===== config.mk =====
export PLATFORM = sky130hd
export DESIGN_NAME = latch_readback_ctl_flat
export DESIGN_NICKNAME = d
export VERILOG_FILES = /design/src/rtl/latch_readback_ctl_if.sv /design/src/rtl/latch_readback_ctl.sv /design/src/flat_wrapper.sv
export SDC_FILE = /design/constraint.sdc
export NUM_CORES = 1
export LEC_CHECK = 0
export CELL_PAD_IN_SITES_DETAIL_PLACEMENT = 1
export CELL_PAD_IN_SITES_GLOBAL_PLACEMENT = 1
export CORE_UTILIZATION = 41
export DETAILED_ROUTE_END_ITERATION = 8
export GPL_TIMING_DRIVEN = 0
export HOLD_SLACK_MARGIN = 0.15
export PLACE_DENSITY_LB_ADDON = 0.1
export SLEW_MARGIN = 20
export SYNTH_ARGS = -nofsm -noshare
export SYNTH_HDL_FRONTEND = slang
export SYNTH_SLANG_ARGS = --single-unit

===== constraint.sdc =====
create_clock -name C -period 2.4 [get_ports C]
set_clock_uncertainty 0.15 [all_clocks]
set_input_delay 0.72 -clock C [delete_from_list [all_inputs] [get_ports C]]
set_output_delay 0.72 -clock C [all_outputs]
set_load 0.03 [all_outputs]

===== src/rtl/latch_readback_ctl_if.sv =====
// Handshake and data bundle between a latch bank and its readback controller.
// The master side raises requests and accepts serial bits; the slave is the controller.
interface latch_readback_ctl_if #(
    parameter int unsigned WIDTH = 16
) ();
    logic             RB_REQ;
    logic             RB_ABORT;
    logic [WIDTH-1:0] LQ;
    logic             SDO_RDY;
    logic             SDO;
    logic             SDO_VLD;
    logic             RB_BUSY;
    logic             RB_DONE;
    logic [WIDTH-1:0] SNAP;

    modport master (
        output RB_REQ, RB_ABORT, LQ, SDO_RDY,
        input  SDO, SDO_VLD, RB_BUSY, RB_DONE, SNAP
    );

    modport slave (
        input  RB_REQ, RB_ABORT, LQ, SDO_RDY,
        output SDO, SDO_VLD, RB_BUSY, RB_DONE, SNAP
    );
endinterface


===== src/rtl/latch_readback_ctl.sv =====
// Latch-bank readback: settle, snapshot LQ into flops, then stream the snapshot
// LSB-first on a valid/ready serial port followed by an even-parity bit.
module latch_readback_ctl #(
    parameter int unsigned WIDTH      = 16,
    parameter int unsigned SETTLE_CYC = 2
) (
    input  logic                 C,
    input  logic                 CLRN,
    latch_readback_ctl_if.slave  bus
);
    localparam int unsigned BCW = (WIDTH > 1) ? $clog2(WIDTH) : 1;
    localparam int unsigned SCW = 4;

    localparam logic [2:0] ST_IDLE   = 3'd0;
    localparam logic [2:0] ST_SETTLE = 3'd1;
    localparam logic [2:0] ST_SHIFT  = 3'd2;
    localparam logic [2:0] ST_PAR    = 3'd3;
    localparam logic [2:0] ST_DONE   = 3'd4;

    logic [2:0]       state_q,  state_d;
    logic [SCW-1:0]   settle_q, settle_d;
    logic [BCW-1:0]   bitcnt_q, bitcnt_d;
    logic [WIDTH-1:0] shreg_q,  shreg_d;
    logic [WIDTH-1:0] snap_q,   snap_d;
    logic             par_q,    par_d;
    logic             vld_q,    vld_d;
    logic             busy_q,   busy_d;
    logic             done_q,   done_d;

    // shreg_q[0] is the bit currently presented on SDO; cleared whenever not valid
    always_ff @(posedge C or negedge CLRN) begin
        if (!CLRN) begin
            state_q  <= ST_IDLE;
            settle_q <= '0;
            bitcnt_q <= '0;
            shreg_q  <= '0;
            snap_q   <= '0;
            par_q    <= 1'b0;
            vld_q    <= 1'b0;
            busy_q   <= 1'b0;
            done_q   <= 1'b0;
        end else begin
            state_q  <= state_d;
            settle_q <= settle_d;
            bitcnt_q <= bitcnt_d;
            shreg_q  <= shreg_d;
            snap_q   <= snap_d;
            par_q    <= par_d;
            vld_q    <= vld_d;
            busy_q   <= busy_d;
            done_q   <= done_d;
        end
    end

    // Next-state and registered-output values; holding is the default (stall)
    always_comb begin
        state_d  = state_q;
        settle_d = settle_q;
        bitcnt_d = bitcnt_q;
        shreg_d  = shreg_q;
        snap_d   = snap_q;
        par_d    = par_q;
        vld_d    = vld_q;
        busy_d   = busy_q;
        done_d   = 1'b0;

        case (state_q)
            ST_IDLE: begin
                if (bus.RB_REQ) begin
                    state_d  = ST_SETTLE;
                    settle_d = SCW'(SETTLE_CYC - 1);
                    busy_d   = 1'b1;
                end
            end

            ST_SETTLE: begin
                if (bus.RB_ABORT) begin
                    state_d = ST_IDLE;
                    busy_d  = 1'b0;
                end else if (settle_q == '0) begin
                    state_d  = ST_SHIFT;
                    snap_d   = bus.LQ;
                    shreg_d  = bus.LQ;
                    bitcnt_d = '0;
                    par_d    = 1'b0;
                    vld_d    = 1'b1;
                end else begin
                    settle_d = settle_q - SCW'(1);
                end
            end

            ST_SHIFT: begin
                if (bus.RB_ABORT) begin
                    state_d = ST_IDLE;
                    shreg_d = '0;
                    vld_d   = 1'b0;
                    busy_d  = 1'b0;
                end else if (bus.SDO_RDY) begin
                    par_d = par_q ^ shreg_q[0];
                    if (bitcnt_q == BCW'(WIDTH - 1)) begin
                        state_d = ST_PAR;
                        shreg_d = WIDTH'(par_q ^ shreg_q[0]);
                    end else begin
                        shreg_d  = shreg_q >> 1;
                        bitcnt_d = bitcnt_q + BCW'(1);
                    end
                end
            end

            ST_PAR: begin
                if (bus.RB_ABORT) begin
                    state_d = ST_IDLE;
                    shreg_d = '0;
                    vld_d   = 1'b0;
                    busy_d  = 1'b0;
                end else if (bus.SDO_RDY) begin
                    state_d = ST_DONE;
                    shreg_d = '0;
                    vld_d   = 1'b0;
                    done_d  = 1'b1;
                end
            end

            ST_DONE: begin
                state_d = ST_IDLE;
                busy_d  = 1'b0;
            end

            default: begin
                state_d = ST_IDLE;
                shreg_d = '0;
                vld_d   = 1'b0;
                busy_d  = 1'b0;
            end
        endcase
    end

    assign bus.SDO     = shreg_q[0];
    assign bus.SDO_VLD = vld_q;
    assign bus.RB_BUSY = busy_q;
    assign bus.RB_DONE = done_q;
    assign bus.SNAP    = snap_q;
endmodule


===== src/flat_wrapper.sv =====
// flat-port wrapper written by rule: the top's interface ports become plain ports
module latch_readback_ctl_flat 
#(
    parameter int unsigned WIDTH      = 16,
    parameter int unsigned SETTLE_CYC = 2
)
  (C, CLRN, bus_RB_REQ, bus_RB_ABORT, bus_LQ, bus_SDO_RDY, bus_SDO, bus_SDO_VLD, bus_RB_BUSY, bus_RB_DONE, bus_SNAP);
  latch_readback_ctl_if #(.WIDTH(WIDTH)) bus_i ();
  input  logic C;
  input  logic CLRN;
  input wire logic [$bits(bus_i.RB_REQ)-1:0] bus_RB_REQ;
  input wire logic [$bits(bus_i.RB_ABORT)-1:0] bus_RB_ABORT;
  input wire logic [$bits(bus_i.LQ)-1:0] bus_LQ;
  input wire logic [$bits(bus_i.SDO_RDY)-1:0] bus_SDO_RDY;
  output wire logic [$bits(bus_i.SDO)-1:0] bus_SDO;
  output wire logic [$bits(bus_i.SDO_VLD)-1:0] bus_SDO_VLD;
  output wire logic [$bits(bus_i.RB_BUSY)-1:0] bus_RB_BUSY;
  output wire logic [$bits(bus_i.RB_DONE)-1:0] bus_RB_DONE;
  output wire logic [$bits(bus_i.SNAP)-1:0] bus_SNAP;
  assign bus_i.RB_REQ = bus_RB_REQ;
  assign bus_i.RB_ABORT = bus_RB_ABORT;
  assign bus_i.LQ = bus_LQ;
  assign bus_i.SDO_RDY = bus_SDO_RDY;
  assign bus_SDO = bus_i.SDO;
  assign bus_SDO_VLD = bus_i.SDO_VLD;
  assign bus_RB_BUSY = bus_i.RB_BUSY;
  assign bus_RB_DONE = bus_i.RB_DONE;
  assign bus_SNAP = bus_i.SNAP;
  latch_readback_ctl #(.WIDTH(WIDTH), .SETTLE_CYC(SETTLE_CYC)) u_core (.C(C), .CLRN(CLRN), .bus(bus_i));
endmodule

==> reports/metrics.cfg, run 1 <==
[clock_network]
cts_hold_buf=0
cts_tree=done
path_clk_slew_ns=0.09
clock_path_buffers=2
cts_resized=0
cts_root_buf=clkbuf_8
clkLatencyLatePin_ns=0.30
cts_buffers=5
htree_levels=2
cts_setup_buffers=0
cts_sinks=47

[grt]
grtUsageMet1=0.247
grt_overflow_total=0
use_met3=0.0347
grt_pass1_vias=1850
track_usage=0.192
antenna_found_initial=0
grt_pass1_wl_um=8890
grt_max_degree=31
grt_util_met2=0.332
busiest_layer=met2

[worst_setup_path]
worst-r2r-setup-slack_ns=0.14
worstPathMaxFanout=5
end_kind=primary output
required_ns=1.53
reg2reg_to=u_core.bus.SNAP[10]
critical_path_depth=1
critPathKind=flop to primary output
slowest_delay_ns=0.70
startpoint_type=flop
startpoint=u_core.shreg_q[0]
crit_end=bus_SDO
reg2reg_depth=7
worstPathArrival_ns=1.42
crit_chain=clkdlybuf4s50_1
cpMaxStageDelayCell=clkdlybuf4s50_1
crit_buf_inv=1
critical_path.top_delay_family=buffers and inverters
regToRegStartpoint=u_core.settle_q[0]

[finish]
fillerInstances=579
drive_gt1_frac=0.142
final_util=0.550
fin_nets=276
layout_commonest_cell=dfrtp_1
syn2layout_area_growth_pct=26.3
antennaDiodeCount=0
fin_cells=323
final_cell_mix=dfrtp_1 (47), clkdlybuf4s50_1 (37), nand2_1 (26)

[logic_synthesis]
synthArstFlopShare=1.00
syn-num-nets=230
synth.top_cells.by_area=dfrtp_1 (52%), a22oi_1 (4.9%), mux2_2 (4.9%)
syn_area_per_cell_um2=11.1
seq_area_frac_synth=0.516
yosysTopAreaCellShare=0.516
mappedNetlistArea_mm2=0.00228
ys_warn_count=0
syn_inst=206
synth-edff-count=0
synth-main-ff-cell=dfrtp_1
synthDistinctLibCells=45
yosys_register_bits=47
yosys.area.top_type=dfrtp_1

[drt]
vias_per_cell=5.43
num_vias=1754
drt_iter0_drc=106
drc=0
wl_per_cell_um=16.1
totalWireLength_um=5200
ant_nets=0
dr.pass1.iters=4

[floorplanning]
die_area_mm2=0.00587
fp.dieH_um=76.6
pin_count=41
initial_core_util=0.435
coreArea_mm2=0.00524
die_w_um=76.6
placementRows=26

[sta]
maxClockFrequency_mhz=437
post-route-period-util=0.953
hold_viol=0
drv_slew=0
worst_pin_slew_ns=0.465
finalSetupViolations=0
rsz0062_at_grt=false
relSlewSlack=0.690
post-route-min-period_ns=2.29

[pwr]
power.total_mw=3.52
p_per_area_mw_per_mm2=1220
power.internal_mw=2.16
switching_power_mw=1.36
clkPwrFrac=0.173
ir_drop_uv=574
power.leakage_nw=1.22
p_comb_frac=0.462
power.share.switching=0.387
p_seq_frac=0.365

[run_status]
status=finished, final reports clean

[placed_design]
portBuffers=38
hpwl_um=3690
gp_congestion=0.732
dp_cells=315

[flow_run]
drv_cap=0

[min_path]
min_path_type=input port to asynchronous set/reset pin

## stage by stage
step | instance area [um^2] | hold WS (ns) | setup slack (ns) | setup TNS (ns)
floorplan | 2280 | 0.274 | 0.150 | 0
global placement | 2750 | 0.316 | -0.965 | -45.19
detailed placement | 2760 | 0.327 | 0.0207 | 0
CTS | 2880 | 0.225 | 0.0827 | 0
global route | 2880 | 0.230 | 0.0351 | 0
finish | 2880 | 0.211 | 0.113 | 0
## power groups by stage
stage	clock network, mW	registers (mW)	logic [mW]
floorplan	0	1.57	0.778
global placement	0	1.29	1.60
detailed placement	0	1.30	1.64
CTS	0.623	1.29	1.65
global route	0.652	1.33	1.77
finish	0.609	1.28	1.63
## state kept, by name (all words and copies together) (netlist names)
name	flops
u_core.bitcnt_q	4
u_core.bus.RB_BUSY	1
u_core.bus.RB_DONE	1
u_core.bus.SDO_VLD	1
u_core.bus.SNAP	16
u_core.par_q	1
u_core.settle_q	4
u_core.shreg_q	16
u_core.state_q	3
## cells by family (layout without fill, tap and decap cells)
group | count (synthesis) | count (layout) | share of synthesized area
and+or+nand+nor | 62 | 62 | 0.162
AOI/OAI and AO/OA | 58 | 58 | 0.169
DFF | 47 | 47 | 0.516
muxes | 18 | 18 | 0.0878
buffers and inverters | 17 | 64 | 0.0455
adders and majority gates | 3 | 3 | 0.0165
xor gates and xnor gates | 1 | 1 | 0.00384
## Yosys cell counts, types with 3 or more instances
cell	instances
dfrtp_1	47
nand2_1	26
o21ai_1	16
a22oi_1	15
mux2_2	10
o21ai_0	8
mux2_1	6
nand3_1	6
inv_1	5
nand2b_1	5
o31ai_1	5
buf_6	4
clkbuf_1	4
nor2_1	4
nor2b_1	4
a21oi_1	3
ha_1	3
## final cells by class
class | instances | area (um^2) | area share
clock inverters | 2 | 35.0 | 0.0122
multi-input cells | 142 | 1000 | 0.347
clock buffers | 6 | 82.6 | 0.0287
inverters | 5 | 18.8 | 0.00651
plain buffers | 12 | 85.1 | 0.0295
repair buffers | 39 | 395 | 0.137
well taps | 70 | 87.6 | 0.0304
flip-flops and latches | 47 | 1180 | 0.408
## layer usage
| metal | share of wire | routed length, um |
|---|---|---|
| met1 | 0.46 | 2390 |
| met2 | 0.50 | 2620 |
| met3 | 0.027 | 139 |
| met4 | 0.0094 | 49 |
| met5 | 0 | 0 |
## worst reg2reg max path: stages (launching register included)
cell,delay (ns)
dfrtp_1,0.40
inv_1,0.11
ha_1,0.17
nor3b_2,0.35
nand3_1,0.15
buf_2,0.24
buf_2,0.24
mux2_1,0.33
## how the worst min path moves through the flow
stage                              from             endpoint  slack, ns  depth (start not counted)
global placement    u_core.bus.SNAP[15]  u_core.bus.SNAP[15]       0.32                          2
detailed placement   u_core.shreg_q[11]   u_core.shreg_q[11]       0.33                          2
finish                             CLRN   u_core.settle_q[2]       0.21                          1
floorplan                          CLRN   u_core.bitcnt_q[0]       0.27                          0
global route                       CLRN   u_core.settle_q[0]       0.23                          1
CTS                                CLRN    u_core.state_q[0]       0.22                          1
Power figures use the tool's default switching activity.
==> inputs of run 2 (changes only) <==
--- a/config.mk
+++ b/config.mk
@@ -7,11 +7,13 @@
 export LEC_CHECK = 0
 export CELL_PAD_IN_SITES_DETAIL_PLACEMENT = 1
 export CELL_PAD_IN_SITES_GLOBAL_PLACEMENT = 1
+export CORE_MARGIN = 1.5
 export CORE_UTILIZATION = 41
 export DETAILED_ROUTE_END_ITERATION = 8
 export GPL_TIMING_DRIVEN = 0
 export HOLD_SLACK_MARGIN = 0.15
 export PLACE_DENSITY_LB_ADDON = 0.1
+export REMOVE_ABC_BUFFERS = 1
 export SLEW_MARGIN = 20
 export SYNTH_ARGS = -nofsm -noshare
 export SYNTH_HDL_FRONTEND = slang
==> run 2 against run 1 <==
Hold slack worse by 0.031 ns. Count of clock-buffer cells in the layout unchanged. Non-clock buffer count fell by 9. Largest cell class unchanged. Critical endpoint unchanged. Core utilization decreased by 0.55 points. Critical path depth unchanged. Wire length up 6.6%.
==> reports/metrics.cfg, run 2 (same netlist as run 1, synthesis figures left out) <==
[pwr]
p_seq_frac=0.377  ; +0.012
p_comb_frac=0.454  ; -0.008
power.leakage_nw=1.19  ; -2.3%
clkPwrFrac=0.169  ; -0.004
switching_power_mw=1.41  ; +3.6%
p_per_area_mw_per_mm2=1250  ; +2.0%
ir_drop_uv=598  ; +4.1%
power.total_mw=3.56  ; +0.96%
power.share.switching=0.397  ; +0.00996
power.internal_mw=2.14  ; -0.69%

[floorplanning]
fp.dieH_um=77.6  ; +1.3%
pin_count=41  ; unchanged
die_area_mm2=0.00602  ; +2.6%
initial_core_util=0.435  ; unchanged
die_w_um=77.6  ; +1.3%
placementRows=26  ; unchanged
coreArea_mm2=0.00524  ; unchanged

[drt]
wl_per_cell_um=17.6  ; +9.3%
drt_iter0_drc=38  ; -64%
num_vias=1755  ; +0.057%
totalWireLength_um=5540  ; +6.6%
dr.pass1.iters=4  ; unchanged
vias_per_cell=5.57  ; +2.6%
drc=0  ; unchanged
ant_nets=0  ; unchanged

[worst_setup_path]
critical_path.top_delay_family=buffers and inverters
startpoint_type=flop
critPathKind=flop to primary output
worstPathArrival_ns=1.43  ; about the same
cpMaxStageDelayCell=clkdlybuf4s50_1
required_ns=1.53  ; about the same
end_kind=primary output
crit_buf_inv=1  ; unchanged
worst-r2r-setup-slack_ns=0.22  ; +0.08 ns
slowest_delay_ns=0.70  ; about the same
regToRegStartpoint=u_core.settle_q[0]
crit_chain=clkdlybuf4s50_1
reg2reg_depth=6  ; -1
worstPathMaxFanout=5  ; unchanged
reg2reg_to=u_core.bitcnt_q[3]

[clock_network]
cts_buffers=5  ; unchanged
path_clk_slew_ns=0.09  ; about the same
clock_path_buffers=2  ; unchanged
cts_sinks=47  ; unchanged
htree_levels=2  ; unchanged
cts_tree=done
cts_hold_buf=0  ; unchanged
clkLatencyLatePin_ns=0.30  ; about the same
cts_root_buf=clkbuf_8

[finish]
fin_nets=268  ; -2.9%
multi_input_area_mm2=0.00103  ; +3.4%
antennaDiodeCount=0  ; unchanged
drive_gt1_frac=0.143  ; +0.000565
fin_cells=315  ; -2.5%
fillerInstances=561  ; -3.1%
final_cell_mix=dfrtp_1 (47), clkdlybuf4s50_1 (38), nand2_1 (26)
layout_commonest_cell=dfrtp_1
final_util=0.545  ; -0.00549
seqCellArea_mm2=0.00118  ; unchanged
stdcell_area_mm2=0.00285  ; -1.0%
syn2layout_area_growth_pct=25.1

[grt]
track_usage=0.194  ; +0.00208
grt_pass1_wl_um=9170  ; +3.2%
grt_overflow_total=0  ; unchanged
grt_max_degree=33  ; +6.5%
antenna_found_initial=0  ; unchanged
grt_pass1_vias=1861  ; +0.59%

[sta]
rsz0062_at_grt=false
worst_pin_slew_ns=0.518  ; +0.0526 ns
hold_viol=0  ; unchanged
post-route-period-util=0.960  ; +0.00650
drv_slew=0  ; unchanged
maxClockFrequency_mhz=434  ; -0.68%
relSlewSlack=0.655  ; -0.0350
finalSetupTns_ns=0  ; unchanged
finalSetupViolations=0  ; unchanged
post-route-min-period_ns=2.30  ; +0.0156 ns

[min_path]
min_path_type=input port to asynchronous set/reset pin

[placed_design]
portBuffers=40  ; +5.3%
dp_cells=305  ; -3.2%
gp_congestion=0.771  ; +5.3%
place_area_mm2=0.00270  ; -2.4%
hpwl_um=3720  ; +0.80%

[run_status]
status=finished, final reports clean

[flow_run]
drv_cap=0  ; unchanged

[run 2: metal layers]
metal	vias to the layer above	wire length, um	GRT usage	part of all wire
met1	882	2330	0.241	0.42
li1	823	-	-	-
met2	43	2930	0.330	0.53
met3	7	207	0.0400	0.037
met5	-	0	0	0
met4	0	71	0.0745	0.013
[run 2: layout make-up]
class,instances,area share
inverters,5,0.00658
flip-flops and latches,47,0.412
clock inverters,2,0.0123
well taps,70,0.0307
repair buffers,42,0.146
clock buffers,6,0.0289
multi-input cells,143,0.363
[run 2: timing repair]
action,CTS,global route
endpoints found under the setup margin,34,16
gates resized for setup,6,3
setup buffers,1,0
gates cloned,0,1
pin swaps,0,1
[run 2: how the worst max path moves through the flow]
stage,from,endpoint,slack [ns],cells past startpoint
floorplan,bus_RB_ABORT,u_core.shreg_q[0],0.19,4
global placement,bus_RB_ABORT,u_core.shreg_q[12],-1.26,5
detailed placement,bus_RB_ABORT,u_core.shreg_q[14],-1.38,5
CTS,bus_RB_ABORT,u_core.shreg_q[6],-0.0009,5
global route,u_core.settle_q[0],u_core.bitcnt_q[3],0.05,6
finish,u_core.shreg_q[0],bus_SDO,0.1,1
[run 2: power groups by stage]
stage          registers, mW  logic (mW)  clock network (mW)
5_1_grt                 1.39        1.75               0.649
6_report                1.34        1.61               0.603
4_1_cts                 1.33        1.60               0.617
2_1_floorplan           1.60       0.690                   0
3_5_place_dp            1.35        1.56                   0
3_3_place_gp            1.32        1.49                   0
[run 2: through the flow]
| step | setup WS (ns) | hold WS, ns |
|---|---|---|
| finish | 0.0970 | 0.180 |
| global route | 0.0465 | 0.191 |
| CTS | -0.000858 | 0.178 |
| detailed placement | -1.38 | 0.324 |
| global placement | -1.26 | 0.313 |
| floorplan | 0.188 | 0.274 |
==> inputs of run 3 (changes only) <==
--- a/config.mk
+++ b/config.mk
@@ -10,7 +10,6 @@
 export CORE_MARGIN = 1.5
 export CORE_UTILIZATION = 41
 export DETAILED_ROUTE_END_ITERATION = 8
-export GPL_TIMING_DRIVEN = 0
 export HOLD_SLACK_MARGIN = 0.15
 export PLACE_DENSITY_LB_ADDON = 0.1
 export REMOVE_ABC_BUFFERS = 1
==> run 3 against run 2 <==
Design area up 3.6%. Register-to-register slack improved by 0.09 ns. Global-route usage is 1.5 points higher. Sequential share of layout area down 1.4 points. Count of clock-buffer cells in the layout increased by 1. Sequential power hardly changed. Die area is the same. Setup slack got worse by 0.022 ns. Total power is 0.66% lower. First-iteration DRC count up 79%. Largest cell class unchanged.
==> reports/metrics.cfg, run 3 (same netlist as run 1, synthesis figures left out) <==
[clock_network]
clkLatencyLatePin_ns=0.31  ; about the same
cts_tree=done
cts_hold_buf=0  ; unchanged
path_clk_slew_ns=0.09  ; about the same
cts_buffers=5  ; unchanged
cts_setup_buffers=0  ; -1
cts_root_buf=clkbuf_8
cts_sinks=47  ; unchanged
htree_levels=2  ; unchanged
clock_path_buffers=2  ; unchanged

[finish]
fin_nets=282  ; +5.2%
fin_cells=329  ; +4.4%
drive_gt1_frac=0.166  ; +0.0232
stdcell_area_mm2=0.00295  ; +3.6%
layout_commonest_cell=dfrtp_1
syn2layout_area_growth_pct=29.5
final_cell_mix=dfrtp_1 (47), clkdlybuf4s50_1 (38), nand2_1 (26)
antennaDiodeCount=0  ; unchanged
final_util=0.564  ; +0.0194

[worst_setup_path]
crit_chain=clkdlybuf4s50_1
slowest_delay_ns=0.70  ; about the same
crit_buf_inv=1  ; unchanged
cpMaxStageDelayCell=clkdlybuf4s50_1
startpoint_type=flop
regToRegStartpoint=u_core.settle_q[0]
worstPathMaxFanout=5  ; unchanged
startpoint=u_core.shreg_q[0]
critical_path_depth=1  ; unchanged
worst-r2r-setup-slack_ns=0.31  ; +0.09 ns
worstPathArrival_ns=1.45  ; +0.02 ns
critPathKind=flop to primary output
critical_path.top_delay_family=buffers and inverters
reg2reg_to=u_core.settle_q[1]
crit_end=bus_SDO
reg2reg_depth=7  ; +1
end_kind=primary output
required_ns=1.53  ; about the same

[drt]
drc=0  ; unchanged
wl_per_cell_um=17.6  ; +0.11%
num_vias=1839  ; +4.8%
ant_nets=0  ; unchanged
dr.pass1.iters=4  ; unchanged
totalWireLength_um=5800  ; +4.6%
drt_iter0_drc=68  ; +79%
vias_per_cell=5.59  ; +0.33%

[sta]
relSlewSlack=0.645  ; -0.0101
timing.hold.ws_ns=0.195  ; +0.0152 ns
post-route-min-period_ns=2.32  ; +0.0219 ns
maxClockFrequency_mhz=430  ; -0.94%
drv_slew=0  ; unchanged
worst_pin_slew_ns=0.533  ; +0.0151 ns
rsz0062_at_grt=false
post-route-period-util=0.969  ; +0.00912
hold_viol=0  ; unchanged
finalSetupViolations=0  ; unchanged

[placed_design]
hpwl_um=4260  ; +14%
portBuffers=40  ; unchanged
place_area_mm2=0.00286  ; +5.8%
gp_congestion=0.809  ; +5.0%
dp_cells=321  ; +5.2%

[pwr]
switching_power_mw=1.42  ; +0.23%
power.leakage_nw=1.27  ; +6.5%
p_comb_frac=0.476  ; +0.022
p_seq_frac=0.379  ; +0.002
power.share.switching=0.401  ; +0.00357
power.internal_mw=2.12  ; -1.3%
clkPwrFrac=0.145  ; -0.024
p_per_area_mw_per_mm2=1200  ; -4.1%
ir_drop_uv=532  ; -11%
power.total_mw=3.53  ; -0.66%

[floorplanning]
die_w_um=77.6  ; unchanged
placementRows=26  ; unchanged
die_area_mm2=0.00602  ; unchanged
fp.dieH_um=77.6  ; unchanged
pin_count=41  ; unchanged
coreArea_mm2=0.00524  ; unchanged
initial_core_util=0.435  ; unchanged

[grt]
track_usage=0.209  ; +0.0146
grt_max_degree=31  ; -6.1%
grt_overflow_total=0  ; unchanged
grt_pass1_vias=1948  ; +4.7%
antenna_found_initial=0  ; unchanged
grt_pass1_wl_um=9770  ; +6.5%

[flow_run]
drv_cap=0  ; unchanged

[run_status]
status=finished, final reports clean

[min_path]
min_path_type=input port to asynchronous set/reset pin

## run 3: metal layers
metal  part of all wire  global-route usage
met2               0.52               0.357
met4              0.012              0.0673
met1               0.44               0.263
met5                  0                   0
met3              0.030              0.0447
## run 3: how the worst min path moves through the flow
stage | start | slack (ns) | cells past startpoint | end
3_3_place_gp | u_core.bus.SNAP[15] | 0.31 | 2 | u_core.bus.SNAP[15]
5_1_grt | CLRN | 0.21 | 1 | u_core.bitcnt_q[0]
4_1_cts | CLRN | 0.20 | 1 | u_core.bitcnt_q[0]
2_1_floorplan | CLRN | 0.27 | 0 | u_core.bitcnt_q[0]
3_5_place_dp | u_core.bus.SNAP[15] | 0.32 | 2 | u_core.bus.SNAP[15]
6_report | CLRN | 0.19 | 1 | u_core.bitcnt_q[1]
## run 3: cell type report
class,instances,area [um^2]
inverter,5,18.8
timing repair buffer,57,576
sequential,47,1180
multi-input combinational,142,1000
clock inverter,1,8.76
clock buffer,7,86.3
fill,573,2280
tap,70,87.6
## run 3: power by group through the flow
stage,logic (mW),registers (mW),clock network (mW)
5_1_grt,1.82,1.38,0.555
6_report,1.68,1.34,0.512
2_1_floorplan,0.690,1.60,0
3_5_place_dp,1.69,1.36,0
3_3_place_gp,1.62,1.32,0
4_1_cts,1.70,1.34,0.530
## run 3: repair_timing
| item | 4_1_cts | 5_1_grt |
|---|---|---|
| hold endpoints to repair | 0 | 0 |
| resized for setup | 0 | 1 |
| endpoints found under the setup margin | 0 | 10 |
## run 3: through the flow
step / setup WS, ns / setup TNS, ns
final: 0.0751 / 0
after global routing: 0.0392 / 0
after CTS: 0.0170 / 0
after detailed placement: -0.293 / -7.30
after global placement: -0.218 / -5.69
after floorplan: 0.188 / 0
